[src/rtl/mem_arb_pkg.sv]
// Shared types and constants for the unified-memory arbiter between fetch and load/store.
package mem_arb_pkg;

  typedef enum logic [1:0] {
    ST_IDLE = 2'd0,
    ST_REQ  = 2'd1,
    ST_RSP  = 2'd2
  } state_e;

  typedef enum logic {
    OWN_IF = 1'b0,
    OWN_LS = 1'b1
  } owner_e;

  localparam int unsigned ADDR_W_DEF     = 32;
  localparam int unsigned DATA_W_DEF     = 32;
  localparam int unsigned STARVE_MAX_DEF = 4;

  // Wide enough for any byte-enable width in use; narrowed with a cast at the point of use.
  localparam int unsigned           BE_MAX_W = 64;
  localparam logic [BE_MAX_W-1:0]   BE_ALL   = '1;

endpackage

[src/rtl/mem_arb_prio.sv]
// Load/store-first priority pick with a saturating counter that bounds fetch starvation.
module mem_arb_prio
  import mem_arb_pkg::*;
#(
  parameter int unsigned STARVE_MAX = STARVE_MAX_DEF
) (
  input  logic clk,
  input  logic rst,
  input  logic arb_en,
  input  logic if_req,
  input  logic ls_req,
  output logic sel_if,
  output logic sel_ls
);

  localparam int unsigned CNT_W = (STARVE_MAX < 1) ? 1 : $clog2(STARVE_MAX + 1);

  logic [CNT_W-1:0] starve_cnt_q;
  logic [CNT_W-1:0] starve_cnt_d;
  logic             if_starved;

  // Pick and counter update happen together; the counter only moves on a grant.
  always_comb begin
    starve_cnt_d = starve_cnt_q;
    if_starved   = if_req && (starve_cnt_q == CNT_W'(STARVE_MAX));
    sel_ls       = arb_en && ls_req && !if_starved;
    sel_if       = arb_en && if_req && !sel_ls;

    if (sel_ls && if_req) begin
      if (starve_cnt_q != CNT_W'(STARVE_MAX)) begin
        starve_cnt_d = starve_cnt_q + CNT_W'(1);
      end
    end else if (sel_if || sel_ls) begin
      starve_cnt_d = '0;
    end
  end

  always_ff @(posedge clk) begin
    if (rst) begin
      starve_cnt_q <= '0;
    end else begin
      starve_cnt_q <= starve_cnt_d;
    end
  end

endmodule

[src/rtl/mem_arbiter.sv]
// Single-outstanding arbiter sharing one single-port memory between fetch and load/store;
// responses are routed back to whichever requester owns the transaction.
module mem_arbiter
  import mem_arb_pkg::*;
#(
  parameter int unsigned ADDR_W     = ADDR_W_DEF,
  parameter int unsigned DATA_W     = DATA_W_DEF,
  parameter int unsigned STARVE_MAX = STARVE_MAX_DEF
) (
  input  logic                  clk,
  input  logic                  rst,

  input  logic                  if_req,
  input  logic [ADDR_W-1:0]     if_addr,
  output logic                  if_gnt,
  output logic                  if_rvalid,
  output logic [DATA_W-1:0]     if_rdata,

  input  logic                  ls_req,
  input  logic                  ls_we,
  input  logic [DATA_W/8-1:0]   ls_be,
  input  logic [ADDR_W-1:0]     ls_addr,
  input  logic [DATA_W-1:0]     ls_wdata,
  output logic                  ls_gnt,
  output logic                  ls_rvalid,
  output logic [DATA_W-1:0]     ls_rdata,

  output logic                  mem_req,
  output logic                  mem_we,
  output logic [DATA_W/8-1:0]   mem_be,
  output logic [ADDR_W-1:0]     mem_addr,
  output logic [DATA_W-1:0]     mem_wdata,
  input  logic                  mem_gnt,
  input  logic                  mem_rvalid,
  input  logic [DATA_W-1:0]     mem_rdata,

  output logic                  busy
);

  localparam int unsigned BE_W = DATA_W / 8;

  state_e              state_q,     state_d;
  owner_e              owner_q,     owner_d;
  logic                mem_req_q,   mem_req_d;
  logic                mem_we_q,    mem_we_d;
  logic [BE_W-1:0]     mem_be_q,    mem_be_d;
  logic [ADDR_W-1:0]   mem_addr_q,  mem_addr_d;
  logic [DATA_W-1:0]   mem_wdata_q, mem_wdata_d;
  logic [DATA_W-1:0]   if_rdata_q,  if_rdata_d;
  logic [DATA_W-1:0]   ls_rdata_q,  ls_rdata_d;

  logic arb_en;
  logic sel_if;
  logic sel_ls;
  logic rsp_hit;

  assign arb_en = (state_q == ST_IDLE);

  mem_arb_prio #(
    .STARVE_MAX (STARVE_MAX)
  ) u_prio (
    .clk    (clk),
    .rst    (rst),
    .arb_en (arb_en),
    .if_req (if_req),
    .ls_req (ls_req),
    .sel_if (sel_if),
    .sel_ls (sel_ls)
  );

  // Responses only count while a transaction is waiting for one; strays elsewhere are dropped.
  assign rsp_hit   = (state_q == ST_RSP) && mem_rvalid;
  assign if_rvalid = rsp_hit && (owner_q == OWN_IF);
  assign ls_rvalid = rsp_hit && (owner_q == OWN_LS);
  assign if_rdata  = if_rvalid ? mem_rdata : if_rdata_q;
  assign ls_rdata  = ls_rvalid ? mem_rdata : ls_rdata_q;

  assign if_gnt    = sel_if;
  assign ls_gnt    = sel_ls;
  assign busy      = (state_q != ST_IDLE);

  assign mem_req   = mem_req_q;
  assign mem_we    = mem_we_q;
  assign mem_be    = mem_be_q;
  assign mem_addr  = mem_addr_q;
  assign mem_wdata = mem_wdata_q;

  always_comb begin
    state_d     = state_q;
    owner_d     = owner_q;
    mem_req_d   = mem_req_q;
    mem_we_d    = mem_we_q;
    mem_be_d    = mem_be_q;
    mem_addr_d  = mem_addr_q;
    mem_wdata_d = mem_wdata_q;
    if_rdata_d  = if_rdata_q;
    ls_rdata_d  = ls_rdata_q;

    unique case (state_q)
      ST_IDLE: begin
        if (sel_ls) begin
          owner_d     = OWN_LS;
          mem_req_d   = 1'b1;
          mem_we_d    = ls_we;
          mem_be_d    = ls_be;
          mem_addr_d  = ls_addr;
          mem_wdata_d = ls_wdata;
          state_d     = ST_REQ;
        end else if (sel_if) begin
          owner_d     = OWN_IF;
          mem_req_d   = 1'b1;
          mem_we_d    = 1'b0;
          mem_be_d    = BE_W'(BE_ALL);
          mem_addr_d  = if_addr;
          mem_wdata_d = '0;
          state_d     = ST_REQ;
        end
      end

      ST_REQ: begin
        if (mem_gnt) begin
          mem_req_d = 1'b0;
          state_d   = ST_RSP;
        end
      end

      ST_RSP: begin
        if (mem_rvalid) begin
          if (owner_q == OWN_IF) begin
            if_rdata_d = mem_rdata;
          end else begin
            ls_rdata_d = mem_rdata;
          end
          state_d = ST_IDLE;
        end
      end

      default: begin
        state_d = ST_IDLE;
      end
    endcase
  end

  always_ff @(posedge clk) begin
    if (rst) begin
      state_q     <= ST_IDLE;
      owner_q     <= OWN_IF;
      mem_req_q   <= 1'b0;
      mem_we_q    <= 1'b0;
      mem_be_q    <= '0;
      mem_addr_q  <= '0;
      mem_wdata_q <= '0;
      if_rdata_q  <= '0;
      ls_rdata_q  <= '0;
    end else begin
      state_q     <= state_d;
      owner_q     <= owner_d;
      mem_req_q   <= mem_req_d;
      mem_we_q    <= mem_we_d;
      mem_be_q    <= mem_be_d;
      mem_addr_q  <= mem_addr_d;
      mem_wdata_q <= mem_wdata_d;
      if_rdata_q  <= if_rdata_d;
      ls_rdata_q  <= ls_rdata_d;
    end
  end

endmodule

[config.mk]
export PLATFORM = sky130hd
export DESIGN_NAME = mem_arbiter
export DESIGN_NICKNAME = d
export VERILOG_FILES = /design/src/rtl/mem_arb_pkg.sv /design/src/rtl/mem_arb_prio.sv /design/src/rtl/mem_arbiter.sv
export SDC_FILE = /design/constraint.sdc
export NUM_CORES = 1
export LEC_CHECK = 0
export BUFFER_PORTS_ARGS = -buffer_cell sky130_fd_sc_hd__buf_2
export CAP_MARGIN = 10
export CORE_MARGIN = 3
export CORE_UTILIZATION = 50
export DETAILED_ROUTE_END_ITERATION = 10
export PLACE_DENSITY = 0.95
export SLEW_MARGIN = 15
export SYNTH_ARGS = -nofsm -noshare
export SYNTH_HDL_FRONTEND = slang
export SYNTH_SLANG_ARGS = --single-unit
[constraint.sdc]
create_clock -name clk -period 2.9 [get_ports clk]
set_input_delay 0.145 -clock clk [delete_from_list [all_inputs] [get_ports clk]]
set_output_delay 0.145 -clock clk [all_outputs]
set_load 0.02 [all_outputs]
==> Word level (Yosys, flattened, before mapping) <==
Cells that the tools add are included.
{ "word_totals": {"ff_bits": 140, "input_bits": 139, "out_inout_bits": 139} }
{ "classes": {"addsub": 1, "n_eq_ne": 8, "muxes": 23, "bitwise": 1, "reduce_logical": 23} }
{ "op_table": {"columns": ["op", "count"], "rows": [
  ["32-bit two-way mux", 6],
  ["3-bit AND reduction", 4],
  ["1-bit logical AND", 9],
  ["3-bit two-way mux", 3],
  ["2-bit two-way mux", 4],
  ["4-bit two-way mux", 2],
  ["2-bit nonzero test", 4],
  ["1-bit two-way mux", 6],
  ["2-bit != test, second input constant", 3],
  ["3-bit != test, second input constant", 2],
  ["2-bit one-hot mux with 3 select lines", 1],
  ["2-bit AND reduction", 2],
  ["3-bit by 1-bit adder with 3-bit output, second input constant", 1],
  ["3-bit equality test, second input constant", 1],
  ["2-bit by 1-bit equality test with 1-bit output, second input constant", 1],
  ["2-bit equality test, second input constant", 1],
  ["1-bit zero test", 2],
  ["2-bit zero test", 1],
  ["1-bit one-hot mux with 2 select lines", 1],
  ["1-bit logical OR", 1],
  ["1-bit NOT", 1]
]} }

==> Longest topological paths before layout <==
{ "logic_depth": {"ltp_word": 9, "ltp_mapped": 7} }

==> Cells and area by module <==
Synthesis repeated with hierarchy kept, for this count alone.
{ "unflattened": {"cells_unflattened": 564, "area_unflattened_um2": 5610.4} }
{ "by_module_without_submodules": {"columns": ["module", "instances", "cells_each", "area_each_um2", "seq_area_each_um2"], "rows": [
  ["mem_arbiter", 1, 540, 5418.9, 2742.6],
  ["mem_arb_prio", 1, 24, 191.4, 60.1]
]} }

==> Worst setup path before layout <==
Ideal clock, no wire load.
{ "synth_path": {"path_kind": "flip-flop to flip-flop", "start": "register state_q[0]", "end": "register if_rdata_q[0]", "setup_ns": 0.115, "t_arrival_ns": 1.510, "setup_slack_ns": 1.275, "stages_incl_launch_ff": 7, "path_buffers": 3, "cell_sequence": "dfxtp_1 -> buf_6 -> and4bb_1 -> buf_2 -> buf_6 -> mux2_4 -> and2_1"} }
{ "synth_via": {"elab_chain_cells": 2} }
{ "synth_rtl": {"columns": ["item", "line", "text"], "rows": [
  ["from (decl)", "mem_arbiter.sv:42", "state_e state_q, state_d;"],
  ["from (signal assigned)", "mem_arbiter.sv:156", "state_q <= state_d;"],
  ["2-bit equality test", "mem_arbiter.sv:99", "unique case (state_q)"],
  ["3-bit AND reduction (no source line)", null, null],
  ["to (signal assigned)", "mem_arbiter.sv:163", "if_rdata_q <= if_rdata_d;"],
  ["to (decl)", "mem_arbiter.sv:49", "logic [DATA_W-1:0] if_rdata_q, if_rdata_d;"]
]} }
No other way between the ends.
A chain may end at the register's enable or synchronous reset.

==> Worst setup path in the final report <==
{ "layout_path": {"start": "register state_q[1]", "end": "output port if_rdata[8]"} }
{ "layout_via": {"elab_chain_cells": 4} }
{ "layout_rtl": {"columns": ["item", "line", "text"], "rows": [
  ["2-bit equality test", "mem_arbiter.sv:72", "assign rsp_hit = (state_q == ST_RSP) && mem_rvalid;"],
  ["1-bit logical AND", "mem_arbiter.sv:72", null],
  ["1-bit logical AND", "mem_arbiter.sv:73", "assign if_rvalid = rsp_hit && (owner_q == OWN_IF);"],
  ["32-bit two-way mux", "mem_arbiter.sv:75", "assign if_rdata = if_rvalid ? mem_rdata : if_rdata_q;"],
  ["to (decl)", "mem_arbiter.sv:17", "output logic [DATA_W-1:0] if_rdata,"]
]} }
No other way between the ends.

==> flow_metrics.py <==
metrics = {
    "die": {
        "die_w_um": 115,
        "start_util_pct": 51.4,
        "std_cell_rows": 39,
        "die_area_um2": 13200,
        "ioPinCount": 278,
        "core_area_um2": 11500,
        "die_h_um": 115,
    },
    "sta": {
        "period_share_pct": 90.2,
        "fin_skew_ns": 0.00902,
        "slew_headroom_pct": 39.4,
        "fmax_mhz": 382,
        "slew_violations": 0,
        "hold_violations": 0,
        "final.setup.tns_ns": 0,
        "worst_slew_pin_slew_ns": 0.907,
        "period_needed_ns": 2.62,
        "rsz0062_at_grt": "false",
        "setup_viol": 0,
    },
    "clocking": {
        "cts_buffers": 17,
        "cts_root_buf": "clkbuf_16",
        "holdBufCountCts": 43,
        "cts_resized": 0,
        "clk_pin_slew_ns": 0.06,
        "cts_tree": "built",
        "cts_sinks": 140,
        "cts_setup_buffers": 0,
        "ctsHtreeMaxLevel": 4,
        "worstSkewPairLatency_ns": 0.41,
        "max-clock-path-buffers": 2,
    },
    "power": {
        "power_density_nw_per_um2": 623,
        "power.leakage_nw": 3.95,
        "ir_drop_mv": 0.494,
    },
    "place": {
        "hpwl_mm": 11.9,
        "place_congestion": 0.814,
        "place_area_um2": 7280,
        "port_buffers": 277,
    },
    "run": {
        "cap_violations": 0,
    },
    "logic_synthesis": {
        "synthArstFlopShare_pct": 0,
        "synth.area.top_cells": "dfxtp_1, mux2_4, and2_1",
        "ys_top_cells_by_count": "dfxtp_1, a21oi_1, o21ai_0",
        "synth_seq_cells": 140,
        "synthCells": 605,
        "yosysWarnings": 0,
        "seq_area_frac_synth_pct": 47.3,
        "synth_most_common_cell": "dfxtp_1",
        "avgSynthCellArea_um2": 9.78,
        "synth_top_cell_area_share_pct": 47.3,
        "synthDistinctLibCells": 31,
        "syn-num-nets": 746,
        "syn_area_um2": 5920,
        "synth_edf_count": 0,
        "synth_area_leader_cell": "dfxtp_1",
        "synthFlopType": "dfxtp_1",
    },
    "global_routing": {
        "grt.overflow.total": 0,
        "grt_antenna_before_repair": 0,
        "grt_usage_pct": 28.9,
        "grt_max_degree": 73,
        "grt_pass1_vias": 5854,
        "grt_pass1_wl_mm": 30.1,
    },
    "route": {
        "wl_per_cell_um": 18.6,
        "ant_nets": 0,
        "vias": 6007,
        "dr.pass1.iters": 5,
        "drc": 0,
        "first_iter_violations": 681,
        "vias_per_cell": 5.73,
        "totalWireLength_mm": 19.5,
    },
    "run_status": {
        "status": "finished, final reports clean",
    },
    "worst_setup_path": {
        "path_class": "register to output pin",
        "cp-end-kind": "output pin",
        "required_ns": 2.76,
        "cp_max_fo": 17,
        "cp.arrival_ns": 2.47,
        "startpoint_type": "register",
    },
    "layout": {
        "area_growth_pct": 40.7,
        "final_nets": 1031,
        "final_util_pct": 72.3,
        "final_layout_size_suffix_gt1_share_pct": 43.2,
        "nFillCells": 784,
        "fin_area_um2": 8330,
    },
    "worst_hold_path": {
        "hold_path_class": "input port to register",
    },
}
cell families (layout without fill, tap and decap cells):
group                      after synthesis  in the layout  synth area share (%)
AOI/OAI and AO/OA                      177            177                  17.4
adders and majority gates                2              2                 0.423
buffers and inverters                   69            367                  5.45
DFF                                    140            140                  47.3
muxes                                   64             64                  14.0
other                                    0              2                     0
and+or+nand+nor                        153            153                  15.3
layer usage:
layer	track usage (%)	up-vias	part of all wire (%)
met5	0	-	0
met4	13.8	0	3.7
met3	10.0	66	9.4
met2	49.2	388	50
met1	32.5	2810	37
li1	-	2743	-
worst max-delay path, cell delays in order (launching register included):
cell and delay [ns]:
dfxtp_1 0.57, and4bb_2 0.74, buf_12 0.26, mux2_4 0.33, buf_2 0.16
power by group:
| group | switching [mW] | internal [mW] |
|---|---|---|
| registers | 0.0621 | 2.03 |
| logic | 0.500 | 0.326 |
| clock network | 0.812 | 1.46 |
| total | 1.37 | 3.82 |
placed cells by master (no fill, tap or decap), types with 2 or more instances in the layout:
cell type and count:
diode_2 2, dfxtp_1 140, inv_1 6, o221a_2 4
dlygate4sd3_1 43, clkinv_2 3, clkbuf_1 3, nand2_1 5
buf_2 277, a21oi_1 71, o21ai_0 69, nand3_1 65
mux2_4 29, mux2_2 32, bufinv_16 4, a311oi_1 32
ha_1 2, nand4_1 3, mux2_1 3, clkbuf_16 17
and3_1 2, buf_4 8, clkinvlp_4 3, and2_1 64
nor2_4 2
registers in the layout, summed over array words and instances (netlist names):
register	count
mem_addr	32
ls_rdata_q	32
if_rdata_q	32
mem_wdata	32
mem_req	1
state_q	2
owner_q	1
mem_be	4
u_prio.starve_cnt_q	3
mem_we	1
final timing paths:
path / cells after the start / from / slack (ns) / end
setup / recovery: 4 / state_q[1] / 0.28 / if_rdata[8]
hold / removal: 3 / ls_wdata[13] / 0.02 / mem_wdata[13]
setup reg to reg: 7 / u_prio.starve_cnt_q[0] / 0.33 / mem_addr[16]
hold reg to reg: 2 / mem_req / 0.46 / mem_req
metrics by stage:
stage                     instances  total power [mW]  hold slack, ns  setup WS [ns]
after floorplan                 605              2.60           0.293           1.27
after global placement          971              2.87           0.396          0.769
after detailed placement        971              2.89           0.403          0.701
after CTS                      1046              5.19        0.000746          0.270
after global routing           1046              5.38         0.00163          0.148
final                          1048              5.19          0.0156          0.285
final cells by class:
class / count / area [um2] / area share [%]
Timing Repair Buffer: 329 / 1900 / 22.8
Sequential cell: 140 / 2800 / 33.6
Clock inverter: 11 / 166 / 2.00
Multi-Input combinational cell: 396 / 2810 / 33.7
Tap cell: 143 / 179 / 2.15
Clock buffer: 21 / 450 / 5.41
Antenna cell: 2 / 5.00 / 0.0601
Inverter: 6 / 22.5 / 0.270
(Power assumes the default switching activity.)
